==> src/rtl/word_lane_serializer_pkg.sv <==
// Shared definitions for the word lane serializer: lane order encoding,
// default geometry and a single-bit test helper.
package word_lane_serializer_pkg;

  typedef enum logic {
    LANE_LSB_FIRST = 1'b0,
    LANE_MSB_FIRST = 1'b1
  } lane_dir_e;

  localparam int DEFAULT_DATA_W = 32;
  localparam int DEFAULT_LANE_W = 8;

  // True when exactly one bit of v is set (masks up to 64 lanes).
  function automatic logic is_single_bit(input logic [63:0] v);
    return (v != 64'd0) && ((v & (v - 64'd1)) == 64'd0);
  endfunction

endpackage

==> src/rtl/word_lane_serializer_lane_pick.sv <==
// Combinational lane selector: picks the highest or lowest remaining lane
// of a mask and flags when it is the only one left.
module lane_pick
  import word_lane_serializer_pkg::*;
#(
  parameter int NLANES = 4,
  parameter int IDX_W  = 2
) (
  input  logic [NLANES-1:0] mask,
  input  lane_dir_e         dir,
  output logic [IDX_W-1:0]  idx,
  output logic [NLANES-1:0] onehot,
  output logic              last
);

  logic [IDX_W-1:0] hi_idx_s;
  logic [IDX_W-1:0] lo_idx_s;

  // Highest set bit: ascending scan, later hits overwrite earlier ones.
  always_comb begin
    hi_idx_s = '0;
    for (int i = 0; i < NLANES; i++) begin
      if (mask[i]) begin
        hi_idx_s = IDX_W'(i);
      end else begin
        hi_idx_s = hi_idx_s;
      end
    end
  end

  // Lowest set bit: descending scan, later hits overwrite earlier ones.
  always_comb begin
    lo_idx_s = '0;
    for (int i = NLANES - 1; i >= 0; i--) begin
      if (mask[i]) begin
        lo_idx_s = IDX_W'(i);
      end else begin
        lo_idx_s = lo_idx_s;
      end
    end
  end

  // Select direction and build the one-hot clear vector for the chosen lane.
  always_comb begin
    idx    = (dir == LANE_MSB_FIRST) ? hi_idx_s : lo_idx_s;
    onehot = '0;
    if (|mask) begin
      onehot[idx] = 1'b1;
    end else begin
      onehot = '0;
    end
    last = is_single_bit(64'(mask));
  end

endmodule

==> src/rtl/word_lane_serializer.sv <==
// Splits a DATA_W word into its enabled LANE_W lanes and streams them one
// per cycle, highest-first or lowest-first as chosen per word.
module word_lane_serializer
  import word_lane_serializer_pkg::*;
#(
  parameter int DATA_W = DEFAULT_DATA_W,
  parameter int LANE_W = DEFAULT_LANE_W,
  localparam int NLANES = DATA_W / LANE_W,
  localparam int IDX_W  = (NLANES > 1) ? $clog2(NLANES) : 1
) (
  input  logic              clk,
  input  logic              reset,
  input  logic              in_valid,
  output logic              in_ready,
  input  logic [DATA_W-1:0] in_data,
  input  logic [NLANES-1:0] in_be,
  input  logic              msb_first,
  output logic              out_valid,
  input  logic              out_ready,
  output logic [LANE_W-1:0] out_data,
  output logic [IDX_W-1:0]  out_idx,
  output logic              out_last,
  output logic              busy
);

  logic [DATA_W-1:0] data_r;
  logic [NLANES-1:0] mask_r;
  lane_dir_e         dir_r;

  logic [IDX_W-1:0]  pick_idx_s;
  logic [NLANES-1:0] pick_onehot_s;
  logic              pick_last_s;
  logic [LANE_W-1:0] lane_s;
  logic              accept_s;
  logic              lane_fire_s;

  lane_pick #(
    .NLANES (NLANES),
    .IDX_W  (IDX_W)
  ) u_lane_pick (
    .mask   (mask_r),
    .dir    (dir_r),
    .idx    (pick_idx_s),
    .onehot (pick_onehot_s),
    .last   (pick_last_s)
  );

  // Lane mux, output gating and handshake qualifiers.
  always_comb begin
    lane_s = '0;
    for (int i = 0; i < NLANES; i++) begin
      if (pick_idx_s == IDX_W'(i)) begin
        lane_s = data_r[i*LANE_W +: LANE_W];
      end else begin
        lane_s = lane_s;
      end
    end

    out_valid   = |mask_r;
    busy        = out_valid;
    lane_fire_s = out_valid & out_ready;
    // A new word may slide in on the same edge the final lane leaves.
    in_ready    = ~reset & ((mask_r == '0) | (lane_fire_s & pick_last_s));
    accept_s    = in_valid & in_ready;

    if (out_valid) begin
      out_data = lane_s;
      out_idx  = pick_idx_s;
      out_last = pick_last_s;
    end else begin
      out_data = '0;
      out_idx  = '0;
      out_last = 1'b0;
    end
  end

  // Word capture and remaining-lane bookkeeping.
  always_ff @(posedge clk) begin
    if (reset) begin
      data_r <= '0;
      mask_r <= '0;
      dir_r  <= LANE_LSB_FIRST;
    end else if (accept_s) begin
      data_r <= in_data;
      mask_r <= in_be;
      dir_r  <= lane_dir_e'(msb_first);
    end else if (lane_fire_s) begin
      mask_r <= mask_r & ~pick_onehot_s;
    end else begin
      mask_r <= mask_r;
    end
  end

endmodule

==> config.mk <==
export PLATFORM = sky130hd
export DESIGN_NAME = word_lane_serializer
export DESIGN_NICKNAME = d
export VERILOG_FILES = /design/src/rtl/word_lane_serializer_pkg.sv /design/src/rtl/word_lane_serializer_lane_pick.sv /design/src/rtl/word_lane_serializer.sv
export SDC_FILE = /design/constraint.sdc
export NUM_CORES = 1
export LEC_CHECK = 0
export ABC_CLOCK_PERIOD_IN_PS = 6200
export CAP_MARGIN = 20
export CORE_AREA = 2 2 88 90
export DETAILED_ROUTE_END_ITERATION = 6
export DIE_AREA = 0 0 90 92
export PLACE_DENSITY_LB_ADDON = 0.25
export SLEW_MARGIN = 20
export SYNTH_ARGS = -nofsm -noshare
export SYNTH_HDL_FRONTEND = slang
export SYNTH_HIERARCHICAL = 1
export SYNTH_SLANG_ARGS = --single-unit
==> constraint.sdc <==
create_clock -name clk -period 6.2 [get_ports clk]
set_clock_uncertainty 0.1 [all_clocks]
set_input_delay 0.62 -clock clk [delete_from_list [all_inputs] [get_ports clk]]
set_output_delay 0.62 -clock clk [all_outputs]
set_load 0.02 [all_outputs]
==> impl_metrics.tcl, run 1 <==
set metrics [dict create \
    critPathLaunchType "flip-flop" \
    ys_seq_area_frac 0.257 \
    synth_common_cells "dfxtp_1, nand2_1" \
    fill_cells 760 \
    p_leak_nw 1.17 \
    syn_avg_cell_area_um2 8.45 \
    antenna_found_initial 0 \
    area_growth_pct 18.7 \
    powerDensity_nw_per_um2 279 \
    cts_root_buffer "clkbuf_8" \
    synth_edf_count 0 \
    ant_nets 0 \
    finalSetupViolCount 0 \
    tightest_slew_ns 0.937 \
    hpwl_um 4760 \
    avgViaCountPerCell 6.12 \
    synth_cell_types 31 \
    synthFlopType "dfxtp_1" \
    maxSlewHeadroom 0.375 \
    crit_arrival_ns 2.98 \
    crit_chain "or4_2 > buf_4 > a21oi_1 > clkdlybuf4s50_1" \
    netlist_area_um2 2880 \
    max-vdd-ir-drop_mv 0.0872 \
    period_share 0.598 \
    cts_sinks 37 \
    grt_start_max_net_pins 86 \
    layout.area.seq_um2 741 \
    drcViolationCount 0 \
    clk_latency_ns 0.29 \
    first_pass_iters 5 \
    end_kind "output port" \
    maxClockFrequency_ghz 0.270 \
    grt_util_all_layers 0.195 \
    worst_path_max_delay_cell "or4_2" \
    routabilityCongestion 0.787 \
    synth_top_area_share 0.257 \
    routed_wl_um 8050 \
    ys_seq_elements 37 \
    hp-class "reg2reg" \
    multiInputGateArea_um2 1880 \
    finish.utilization 0.459 \
    num_vias 2822 \
    crit_fanout 41 \
    grt_setup_unrepaired "false" \
    status "finished, final reports clean" \
    num_rows 32 \
    grt_overflow_total 0 \
    syn_nets 382 \
    initial_core_util 0.387 \
    timing.hold.ws_ns 0.426 \
    hold_buffers 0 \
    yosysMostFrequentCell "dfxtp_1" \
    core_area_um2 7450 \
    diodes 0 \
    stdcell_count 461 \
    stdcell_area_um2 3420 \
    grt_pass1_vias 2612 \
    pin_count 55 \
    final.setup.tns_ns 0 \
    die-area_um2 8280 \
    htree_levels 2 \
    cts_buffers 5 \
    wl_per_cell_um 17.5 \
    cts_setup_buffers 0 \
    cts_buffer_depth 2 \
    grt_pass1_wl_um 13300 \
    hold_viol_final 0 \
    drive_gt1_frac 0.0696 \
    dp.cells 453 \
    drv_slew 0 \
    required_ns 5.48 \
    critPathKind "reg2out" \
    nets 399 \
    cts_tree "done" \
    dpl-instance-area_um2 3340 \
    synthArstFlopShare 0 \
    critPathMaxStageDelay_ns 1.08 \
    synthCells 341 \
    dieWidth_um 90 \
    numPortBuffers 54 \
    clk_pin_slew_worst_paths_ns 0.07 \
    synth.area.top_cells "dfxtp_1, and4b_1, a32oi_1" \
    die_y_um 92 \
    yosys_warnings 6 \
    timing.final.crit_period_ns 3.70 \
    cpLargestDelayFamily "simple AND/OR/NAND/NOR gates" \
    timing.max_cap.violations 0 \
    path_buf_inv 2 \
    synth_top_area_cell "dfxtp_1" \
    drtIter0Drc 280 \
    cts_resized 0 \
]
stage by stage:
| stage | total power [mW] | worst slack (ns) |
|---|---|---|
| finish | 0.955 | 2.50 |
| global route | 1.02 | 2.32 |
| floorplan | 0.674 | 3.47 |
| global placement | 0.785 | 2.84 |
| CTS | 0.961 | 2.49 |
| detailed placement | 0.793 | 2.81 |
worst register-to-register path, cell delays in order (launching register included):
cell	delay (ns)
dfxtp_1	0.41
or4_2	1.08
buf_4	0.41
a21oi_1	0.40
a32o_1	0.18
cell type report:
cell class	count	area share
sequential	37	0.217
timing repair buffer	61	0.171
tap	102	0.0373
inverter	2	0.00256
clock buffer	8	0.0234
multi-input combinational	251	0.550
cells by family after synthesis:
logic type                share of synthesized area
xor gates and xnor gates                    0.00304
buffers and inverters                        0.0921
and+or+nand+nor                               0.338
muxes                                        0.0660
AOI/OAI and AO/OA                             0.244
DFF                                           0.257
state kept, by name, indices dropped and copies added (netlist names):
| signal | flops |
|---|---|
| dir_r | 1 |
| data_r | 32 |
| mask_r | 4 |
path summary, 6_finish.rpt:
kind / start / endpoint / slack (ns) / cells past startpoint
hold / removal: data_r[27] / data_r[27] / 0.43 / 2
hold reg to reg: data_r[27] / data_r[27] / 0.43 / 2
setup reg to reg: mask_r[3] / mask_r[2] / 3.56 / 4
setup / recovery: mask_r[3] / in_ready / 2.50 / 4
power by group:
part	switching, mW	internal (mW)	total [mW]
logic	0.248	0.199	0.447
clock network	0.0873	0.0800	0.167
registers	0.0500	0.291	0.341
total	0.386	0.569	0.955
placed cells by master, fill, tap and decap left out, types with 2 or more instances in the layout:
master / netlist / routed
nand3_1: 33 / 33
a32oi_1: 33 / 33
buf_2: 5 / 2
and2_1: 12 / 12
a21oi_1: 3 / 3
dfxtp_1: 37 / 37
clkbuf_8: 0 / 5
nand2_1: 35 / 35
a32o_1: 4 / 4
nor2b_1: 33 / 33
nor3_1: 3 / 3
nor2_1: 3 / 3
clkbuf_1: 33 / 3
o221ai_1: 33 / 33
mux4_2: 8 / 8
clkdlybuf4s50_1: 0 / 52
o21ai_0: 6 / 5
o21a_1: 3 / 3
buf_4: 2 / 7
and4b_1: 33 / 33
routing by layer:
metal / GRT usage / wire (um) / vias up
met5: 0 / 0 / -
met4: 0.0615 / 156 / 0
met3: 0.0362 / 372 / 10
met2: 0.305 / 3750 / 80
met1: 0.272 / 3770 / 1355
li1: - / - / 1377
Power figures use the tool's default switching activity.
==> run 2, diff against run 1 <==
- ABC_CLOCK_PERIOD_IN_PS: 6200 -> 3300
- clock period: 6.2 -> 3.3 ns (I/O delays scaled with it)
==> run 2 against run 1 <==
Compared with the run above:
- die area unchanged
- worst hold slack got worse by 0.0036 ns
- sequential power increased by 87%
- worst setup slack got worse by 2.2 ns
- critical path type unchanged
- final cell count increased by 1.3%
- via count increased by 3.5%
- design area increased by 2.1%
- first-iteration DRC count increased by 31%
==> impl_metrics.tcl, run 2 (synthesized netlist as in run 1, its figures left out) <==
set metrics [dict create \
    status "finished, final reports clean" \
    grt_pass1_wl_um 13500 \
    hold_buffers 0 \
    critPathLaunchType "flip-flop" \
    htree_levels 2 \
    drcViolationCount 0 \
    hp-class "in2reg" \
    cts_buffer_depth 2 \
    drive_gt1_frac 0.0932 \
    cts_root_buffer "clkbuf_8" \
    largest_reg_flops 32 \
    crit_chain "o22a_1 > buf_12 > mux4_2 > and2_1 > clkdlybuf4s50_1" \
    avgViaCountPerCell 6.25 \
    timing.rr.start "mask_r[3]" \
    r2r-end "mask_r[3]" \
    cts_tree "done" \
    use_met2 0.306 \
    finalSetupViolCount 0 \
    nets 405 \
    finish.utilization 0.469 \
    dieWidth_um 90 \
    dp.cells 459 \
    tightest_slew_ns 0.743 \
    timing.max_cap.violations 0 \
    required_ns 2.87 \
    fin_total_pwr_mw 1.86 \
    critPathKind "reg2out" \
    pin_count 55 \
    hold_start "reset" \
    drtIter0Drc 368 \
    hpwl_um 5350 \
    path_buf_inv 2 \
    area_growth_pct 21.2 \
    die_y_um 92 \
    worstSetupStartpoint "mask_r[2]" \
    grt_pass1_vias 2712 \
    cts_resized 0 \
    cpLargestDelayFamily "buffers and inverters" \
    cp-endpoint "out_data[0]" \
    wl_per_cell_um 18.0 \
    grt_setup_unrepaired "false" \
    cts_sinks 37 \
    die-area_um2 8280 \
    maxClockFrequency_ghz 0.329 \
    end_kind "output port" \
    crit_fanout 11 \
    cts_setup_buffers 0 \
    routabilityCongestion 0.775 \
    final.setup.tns_ns 0 \
    crit_arrival_ns 2.61 \
    top_usage_layer "met2" \
    rr_worst_depth 7 \
    grt_util_all_layers 0.200 \
    critPathMaxStageDelay_ns 0.54 \
    maxSlewHeadroom 0.505 \
    core_area_um2 7450 \
    drv_slew 0 \
    ant_nets 0 \
    worst_path_max_delay_cell "clkdlybuf4s50_1" \
    stdcell_count 467 \
    period_share 0.922 \
    layout_common_cells "clkdlybuf4s50_1, dfxtp_1, nand2_1" \
    p_leak_nw 1.22 \
    grt_start_max_net_pins 59 \
    first_pass_iters 4 \
    num_vias 2921 \
    r2r_slack_ns 0.80 \
    cts_buffers 5 \
    initial_core_util 0.387 \
    grt_util_met1 0.269 \
    reg.largest.list "data_r (32), mask_r (4), dir_r (1)" \
    diodes 0 \
    clk_latency_ns 0.29 \
    powerDensity_nw_per_um2 533 \
    antenna_found_initial 0 \
    numPortBuffers 54 \
    grt_overflow_total 0 \
    timing.final.crit_period_ns 3.04 \
    path_depth 5 \
    max-vdd-ir-drop_mv 0.191 \
    routed_wl_um 8390 \
    met3_usage 0.0485 \
    hold_viol_final 0 \
    layout_commonest_cell "clkdlybuf4s50_1" \
    num_rows 32 \
    regMostFlops "data_r" \
    clk_pin_slew_worst_paths_ns 0.08 \
]
[run 2: cell count changes in the layout (fill, tap and decap cells not counted), sizes merged]
| cell | before | now |
|---|---|---|
| buf | 9 | 15 |
| clkbuf | 8 | 6 |
| clkinv | 1 | 2 |
| inv | 1 | 2 |
[run 2: how the worst min path moves through the flow]
stage / slack [ns] / depth (start not counted) / endpoint
floorplan: 0.36 / 1 / mask_r[0]
global placement: 0.41 / 2 / data_r[24]
detailed placement: 0.42 / 2 / data_r[15]
CTS: 0.42 / 4 / data_r[26]
global route: 0.45 / 2 / data_r[23]
finish: 0.42 / 4 / data_r[1]
[run 2: worst register-to-register path: cells and delay by family (launching register included)]
kind                      cells  cell delay [ns]
buffers and inverters         1             0.31
DFF                           1             0.52
and+or+nand+nor               1             0.19
AOI/OAI and AO/OA             3             1.04
muxes                         1             0.10
xor gates and xnor gates      1             0.19
[run 2: area by class of cell]
type	count	area [um2]
clock buffer	6	82.6
clock inverter	2	13.8
fill	734	3960
inverter	2	7.51
multi-input combinational	251	1880
sequential	37	741
tap	102	128
timing repair buffer	67	641
[run 2: metal layers]
layer,vias to the layer above,wire length [um]
li1,1386,-
met1,1418,3810
met5,-,0
met4,0,239
met3,20,455
met2,97,3890
[run 2: power breakdown]
part	internal, mW	total, mW	switching (mW)
sequential	0.546	0.639	0.0928
combinational	0.400	0.881	0.481
clock	0.169	0.340	0.171
total	1.12	1.86	0.744
[run 2: through the flow]
step           instance area (um2)  setup WS [ns]  hold WS (ns)
5_1_grt                       3490          0.110         0.445
3_5_place_dp                  3400          0.585         0.417
6_report                      3490          0.257         0.423
3_3_place_gp                  3400          0.595         0.408
2_1_floorplan                 2880          0.865         0.356
4_1_cts                       3490          0.257         0.425
